<file path="src/rtl/ps2_pkg.sv">
// Shared types, error codes and timing helpers for the PS/2 host paths.
// Cycle counts are derived from the system clock frequency at elaboration.
package ps2_pkg;

    typedef enum logic [2:0] {
        ST_IDLE,
        ST_INHIBIT,
        ST_REQ,
        ST_SEND,
        ST_ACK,
        ST_WAIT_IDLE,
        ST_FAIL
    } ps2_tx_state_t;

    localparam logic [1:0] ERR_NONE  = 2'b00;
    localparam logic [1:0] ERR_FIRST = 2'b01;
    localparam logic [1:0] ERR_BIT   = 2'b10;
    localparam logic [1:0] ERR_NACK  = 2'b11;

    // Falls that present data, parity and stop; the next fall is the ack slot.
    localparam logic [3:0] LAST_BIT_FALL = 4'd10;

    function automatic int us_to_cycles(input int clk_hz, input int us);
        return (clk_hz / 1_000_000) * us;
    endfunction

    function automatic int timeout_width(input int clk_hz);
        return $clog2(clk_hz / 1000 * 15) + 1;
    endfunction

    function automatic logic odd_parity(input logic [7:0] data);
        return ~^data;
    endfunction

endpackage

</file>
<file path="src/rtl/ps2_line_sync.sv">
// Two-stage synchronizer for the PS/2 clock and data pins plus a falling-edge
// detector on the synchronized clock; shared by the transmit and receive paths.
module ps2_line_sync (
    input  logic clk,
    input  logic rst,
    input  logic ps2_clk_in,
    input  logic ps2_data_in,
    output logic clk_sync,
    output logic data_sync,
    output logic clk_fall
);

    logic [1:0] pin_raw;
    logic [1:0] pin_sync;
    logic       clk_prev_reg;

    assign pin_raw = {ps2_data_in, ps2_clk_in};

    generate
        for (genvar gi = 0; gi < 2; gi++) begin : g_sync
            logic [1:0] meta_reg;

            // Reset to the idle-high bus level so no false edge follows reset.
            always_ff @(posedge clk) begin
                if (rst) begin
                    meta_reg <= 2'b11;
                end else begin
                    meta_reg <= {meta_reg[0], pin_raw[gi]};
                end
            end

            assign pin_sync[gi] = meta_reg[1];
        end
    endgenerate

    always_ff @(posedge clk) begin
        if (rst) begin
            clk_prev_reg <= 1'b1;
        end else begin
            clk_prev_reg <= pin_sync[0];
        end
    end

    assign clk_sync  = pin_sync[0];
    assign data_sync = pin_sync[1];
    assign clk_fall  = clk_prev_reg & ~pin_sync[0];

endmodule

</file>
<file path="src/rtl/ps2_host_tx.sv">
// Host-to-device PS/2 command transmitter: inhibit, request-to-send, shift out
// data/parity/stop on device clock falls, then check the device ack.
module ps2_host_tx
    import ps2_pkg::*;
#(
    parameter int CLK_HZ        = 25_175_000,
    parameter int INHIBIT_US    = 100,
    parameter int FIRST_EDGE_US = 15_000,
    parameter int BIT_EDGE_US   = 2_000
) (
    input  logic       clk,
    input  logic       rst,
    input  logic       start,
    input  logic [7:0] tx_data,
    input  logic       ps2_clk_in,
    input  logic       ps2_data_in,
    output logic       ps2_clk_oe,
    output logic       ps2_data_oe,
    output logic       busy,
    output logic       done,
    output logic       err,
    output logic [1:0] err_code
);

    localparam int INHIBIT_CYC    = us_to_cycles(CLK_HZ, INHIBIT_US);
    localparam int FIRST_EDGE_CYC = us_to_cycles(CLK_HZ, FIRST_EDGE_US);
    localparam int BIT_EDGE_CYC   = us_to_cycles(CLK_HZ, BIT_EDGE_US);
    localparam int TMO_W          = timeout_width(CLK_HZ);
    localparam int INH_W          = $clog2(INHIBIT_CYC) + 1;
    localparam int CNT_W          = (TMO_W > INH_W) ? TMO_W : INH_W;

    // Counters run down to zero, so each load is one less than the duration.
    localparam logic [CNT_W-1:0] INHIBIT_LOAD = CNT_W'(INHIBIT_CYC - 1);
    localparam logic [CNT_W-1:0] FIRST_LOAD   = CNT_W'(FIRST_EDGE_CYC - 1);
    localparam logic [CNT_W-1:0] BIT_LOAD     = CNT_W'(BIT_EDGE_CYC - 1);
    localparam logic [CNT_W-1:0] CNT_ONE      = CNT_W'(1);

    logic clk_sync;
    logic data_sync;
    logic clk_fall;

    ps2_line_sync u_line_sync (
        .clk         (clk),
        .rst         (rst),
        .ps2_clk_in  (ps2_clk_in),
        .ps2_data_in (ps2_data_in),
        .clk_sync    (clk_sync),
        .data_sync   (data_sync),
        .clk_fall    (clk_fall)
    );

    ps2_tx_state_t    state_reg, state_next;
    logic [CNT_W-1:0] cnt_reg, cnt_next;
    logic [9:0]       shift_reg, shift_next;
    logic [3:0]       bit_cnt_reg, bit_cnt_next;
    logic             clk_oe_reg, clk_oe_next;
    logic             data_oe_reg, data_oe_next;
    logic             busy_reg, busy_next;
    logic             done_reg, done_next;
    logic             err_reg, err_next;
    logic [1:0]       err_code_reg, err_code_next;

    always_ff @(posedge clk) begin
        if (rst) begin
            state_reg    <= ST_IDLE;
            cnt_reg      <= '0;
            shift_reg    <= '0;
            bit_cnt_reg  <= '0;
            clk_oe_reg   <= 1'b0;
            data_oe_reg  <= 1'b0;
            busy_reg     <= 1'b0;
            done_reg     <= 1'b0;
            err_reg      <= 1'b0;
            err_code_reg <= ERR_NONE;
        end else begin
            state_reg    <= state_next;
            cnt_reg      <= cnt_next;
            shift_reg    <= shift_next;
            bit_cnt_reg  <= bit_cnt_next;
            clk_oe_reg   <= clk_oe_next;
            data_oe_reg  <= data_oe_next;
            busy_reg     <= busy_next;
            done_reg     <= done_next;
            err_reg      <= err_next;
            err_code_reg <= err_code_next;
        end
    end

    always_comb begin
        state_next    = state_reg;
        cnt_next      = cnt_reg;
        shift_next    = shift_reg;
        bit_cnt_next  = bit_cnt_reg;
        clk_oe_next   = clk_oe_reg;
        data_oe_next  = data_oe_reg;
        busy_next     = busy_reg;
        done_next     = 1'b0;
        err_next      = 1'b0;
        err_code_next = err_code_reg;

        case (state_reg)
            ST_IDLE: begin
                clk_oe_next  = 1'b0;
                data_oe_next = 1'b0;
                if (start) begin
                    shift_next    = {1'b1, odd_parity(tx_data), tx_data};
                    bit_cnt_next  = '0;
                    cnt_next      = INHIBIT_LOAD;
                    busy_next     = 1'b1;
                    clk_oe_next   = 1'b1;
                    err_code_next = ERR_NONE;
                    state_next    = ST_INHIBIT;
                end
            end

            ST_INHIBIT: begin
                // Start bit goes out one cycle before the inhibit period ends.
                if (cnt_reg == CNT_ONE) begin
                    data_oe_next = 1'b1;
                end
                if (cnt_reg == '0) begin
                    data_oe_next = 1'b1;
                    state_next   = ST_REQ;
                end else begin
                    cnt_next = cnt_reg - CNT_ONE;
                end
            end

            ST_REQ: begin
                clk_oe_next = 1'b0;
                cnt_next    = FIRST_LOAD;
                state_next  = ST_SEND;
            end

            ST_SEND: begin
                if (clk_fall) begin
                    cnt_next     = BIT_LOAD;
                    bit_cnt_next = bit_cnt_reg + 4'd1;
                    if (bit_cnt_reg == LAST_BIT_FALL) begin
                        state_next = ST_ACK;
                    end else begin
                        data_oe_next = ~shift_reg[0];
                        shift_next   = {1'b0, shift_reg[9:1]};
                    end
                end else if (cnt_reg == '0) begin
                    clk_oe_next   = 1'b0;
                    data_oe_next  = 1'b0;
                    busy_next     = 1'b0;
                    err_next      = 1'b1;
                    err_code_next = (bit_cnt_reg == '0) ? ERR_FIRST : ERR_BIT;
                    state_next    = ST_FAIL;
                end else begin
                    cnt_next = cnt_reg - CNT_ONE;
                end
            end

            ST_ACK: begin
                cnt_next = BIT_LOAD;
                if (!data_sync) begin
                    state_next = ST_WAIT_IDLE;
                end else begin
                    clk_oe_next   = 1'b0;
                    data_oe_next  = 1'b0;
                    busy_next     = 1'b0;
                    err_next      = 1'b1;
                    err_code_next = ERR_NACK;
                    state_next    = ST_FAIL;
                end
            end

            ST_WAIT_IDLE: begin
                if (clk_sync && data_sync) begin
                    busy_next  = 1'b0;
                    done_next  = 1'b1;
                    state_next = ST_IDLE;
                end else if (cnt_reg == '0) begin
                    clk_oe_next   = 1'b0;
                    data_oe_next  = 1'b0;
                    busy_next     = 1'b0;
                    err_next      = 1'b1;
                    err_code_next = ERR_BIT;
                    state_next    = ST_FAIL;
                end else begin
                    cnt_next = cnt_reg - CNT_ONE;
                end
            end

            ST_FAIL: begin
                clk_oe_next  = 1'b0;
                data_oe_next = 1'b0;
                state_next   = ST_IDLE;
            end

            default: begin
                clk_oe_next  = 1'b0;
                data_oe_next = 1'b0;
                busy_next    = 1'b0;
                state_next   = ST_IDLE;
            end
        endcase
    end

    assign ps2_clk_oe  = clk_oe_reg;
    assign ps2_data_oe = data_oe_reg;
    assign busy        = busy_reg;
    assign done        = done_reg;
    assign err         = err_reg;
    assign err_code    = err_code_reg;

endmodule

</file>
<file path="config.mk">
export PLATFORM = sky130hd
export DESIGN_NAME = ps2_host_tx
export DESIGN_NICKNAME = d
export VERILOG_FILES = /design/src/rtl/ps2_pkg.sv /design/src/rtl/ps2_line_sync.sv /design/src/rtl/ps2_host_tx.sv
export SDC_FILE = /design/constraint.sdc
export NUM_CORES = 1
export LEC_CHECK = 0
export ABC_AREA = 0
export CAP_MARGIN = 20
export CORE_MARGIN = 3
export CORE_UTILIZATION = 40
export CTS_CLUSTER_SIZE = 25
export DETAILED_ROUTE_END_ITERATION = 8
export GPL_ROUTABILITY_DRIVEN = 0
export GPL_TIMING_DRIVEN = 1
export PLACE_DENSITY = 0.56
export SLEW_MARGIN = 20
export SYNTH_ARGS = -nofsm -noshare
export SYNTH_HDL_FRONTEND = slang
export SYNTH_SLANG_ARGS = --single-unit
</file>
<file path="constraint.sdc">
create_clock -name clk -period 6.2 [get_ports clk]
set_clock_uncertainty 0.15 [all_clocks]
set_input_delay 1.24 -clock clk [delete_from_list [all_inputs] [get_ports clk]]
set_output_delay 1.24 -clock clk [all_outputs]
set_load 0.02 [all_outputs]
</file>
==> impl_metrics.toml <==
[status]
outcome = "finished, final reports clean"

[logic_synthesis]
syn_area_um2 = 2930
synthArstFlopShare_pct = 0
yosysMostFrequentCell = "dfxtp_1"
synth_top_cells_by_count = "dfxtp_1, nand2_1, nor2_1"
synth_top_area_share_pct = 33.5
synth_area_leaders = "dfxtp_1, nand2_1, a21oi_1, nor2_1, xnor2_1"
ys.flop_type = "dfxtp_1"
synth_seq_cells = 49
seq_area_frac_synth_pct = 33.5
synth_edf_count = 0
syn_inst = 370
yosysTopAreaCell = "dfxtp_1"
ys_types = 67
ys.warnings.count = 0
syn_nets = 388
syn_avg_cell_area_um2 = 7.91

[timing]
max-slew-margin-rel_pct = 34.6
fin_tns_setup_ns = 0
setup_viol = 0
worst_pin_slew_ns = 0.981
final-hold-violation-count = 0
min_period_ns = 3.18
period_share_pct = 51.4
fmax_mhz = 314
drv_slew = 0
rsz0062_at_grt = "false"

[grt]
grt_max_degree = 53
antenna_found_initial = 0
grt_pass1_wl_mm = 13.2
grt.total_usage_pct = 19.3
grt_pass1_vias = 2645
grt-ovfl-total = 0

[drt]
ant_nets = 0
viasPerCell = 6.11
drt_wl_total_mm = 7.91
wire_per_inst_um = 16.8
drtIter0Drc = 206
firstDrtPassIters = 5
drc = 0
num_vias = 2879

[finish]
fillCellCount = 708
diodes = 0
area_growth_pct = 10.9
largest_reg_flops = 20
fin_area_um2 = 3240
regArea_um2 = 981
multi_input_comb_area_um2 = 1810
drive_gt1_share_pct = 8.80
nNetsFinal = 393

[clock_network]
cts.htree.levels = 2
root_buffer = "clkbuf_8"
postCtsSetupBuffers = 0
worstSkewPairLatency_ns = 0.30
cts.repair.resized = 0
cts_hold_buf = 0
clock_path_buffers = 2
cts_buffers = 5
clock_sinks = 49
cts.clk_slew.worst_paths_ns = 0.09
cts_tree = "built"

[critical_path]
cp-end-kind = "flip-flop"
worst-path-max-fanout = 12
worstSetupStartpointType = "input port"
crit_arrival_ns = 3.20
crit_slowest_cell = "a22oi_1"
path_cells = "clkdlybuf4s50_1 -> nor2_1 -> a22oi_1 -> a21oi_1 -> o41ai_1 -> o32ai_1"
max_stage_delay_ns = 0.78
critPathKind = "in2reg"
critPathRequiredTime_ns = 6.22

[floorplanning]
fp-row-count = 30
die_area_um2 = 8380
start_util_pct = 42.1
coreArea_um2 = 6940
die_x_um = 91.5
io_pins = 20
die_y_um = 91.5

[pwr]
leakage_nw = 1.13
power.density_nw_per_um2 = 294
ir_drop_v = 0.000124
power_w = 0.000953

[placed_design]
hpwl_mm = 5.45
dpl-instance-area_um2 = 3140
placement.io_buffers = 19

[worst_hold_path]
min_path_type = "reg2reg"

[job]
maxCapViolCount = 0
-- logic make-up (layout without fill, tap and decap cells) --
family / Yosys count / after routing / synth area share (%)
AOI/OAI and AO/OA: 109 / 109 / 25.8
muxes: 2 / 2 / 0.684
DFF: 49 / 49 / 33.5
adders and majority gates: 5 / 5 / 2.14
and+or+nand+nor: 162 / 162 / 29.6
xor gates and xnor gates: 12 / 12 / 3.59
buffers and inverters: 31 / 36 / 4.66
-- worst max-delay path, delay by kind of cell --
kind                   cells  cell delay [ns]
buffers and inverters      1             0.57
and+or+nand+nor            1             0.08
AOI/OAI and AO/OA          4             1.31
-- area by class of cell --
| class | count | share of cell area [%] |
|---|---|---|
| tap | 96 | 3.70 |
| clock buffer | 5 | 2.12 |
| inverter | 8 | 0.926 |
| sequential | 49 | 30.2 |
| multi-input combinational | 290 | 55.7 |
| timing repair buffer | 21 | 6.17 |
| clock inverter | 2 | 1.08 |
-- final timing paths --
path                                                     start  slack, ns                                            to  cells after the start
setup reg to reg                     state_reg[1]$_SDFFE_PP0P_       3.51                     shift_reg[3]$_SDFFE_PP0P_                      5
hold / removal    u_line_sync.g_sync[1].meta_reg[0]$_SDFF_PP1_       0.26  u_line_sync.g_sync[1].meta_reg[1]$_SDFF_PP1_                      1
hold reg to reg   u_line_sync.g_sync[1].meta_reg[0]$_SDFF_PP1_       0.26  u_line_sync.g_sync[1].meta_reg[1]$_SDFF_PP1_                      1
setup / recovery                                         start       3.02                       cnt_reg[7]$_SDFFE_PP0P_                      6
-- metrics by stage --
stage | std cells | setup slack [ns] | utilization [%] | hold WS [ns]
2_1_floorplan | 370 | 3.78 | - | 0.239
3_3_place_gp | 464 | 2.82 | 45.2 | 0.241
3_5_place_dp | 464 | 2.74 | 45.2 | 0.244
4_1_cts | 471 | 3.05 | 46.7 | 0.265
5_1_grt | 471 | 2.84 | 46.7 | 0.277
6_report | 471 | 3.02 | 46.7 | 0.262
-- per-layer routing --
| metal | routed length (um) | share of wire (%) | global-route usage (%) |
|---|---|---|---|
| met4 | 107 | 1.4 | 6.16 |
| met5 | 0 | 0 | 0 |
| met1 | 3670 | 46 | 27.6 |
| met2 | 3640 | 46 | 29.3 |
| met3 | 501 | 6.3 | 3.15 |
-- cells in the final DEF, fill, tap and decap left out, types with 6 or more instances in the layout --
master,netlist,final
xnor2_1,10,10
dfxtp_1,49,49
nand2_1,44,44
clkdlybuf4s50_1,0,18
o21ai_0,10,10
nand2b_1,6,6
a211oi_1,7,7
nor2_1,33,33
nor3_1,12,12
a311oi_1,9,9
or2_2,8,8
nand3_1,12,12
o31ai_1,6,6
a31oi_1,6,6
o22ai_1,6,6
nor4_1,11,11
inv_1,7,7
a21oi_1,25,25
-- power by group --
| group | total [W] | internal, W | switching, W |
|---|---|---|---|
| combinational | 0.000339 | 0.000122 | 0.000217 |
| clock | 0.000224 | 0.000117 | 0.000107 |
| sequential | 0.000389 | 0.000347 | 0.0000419 |
| total | 0.000953 | 0.000587 | 0.000366 |
Note: power is estimated with default switching activity, not from simulation.
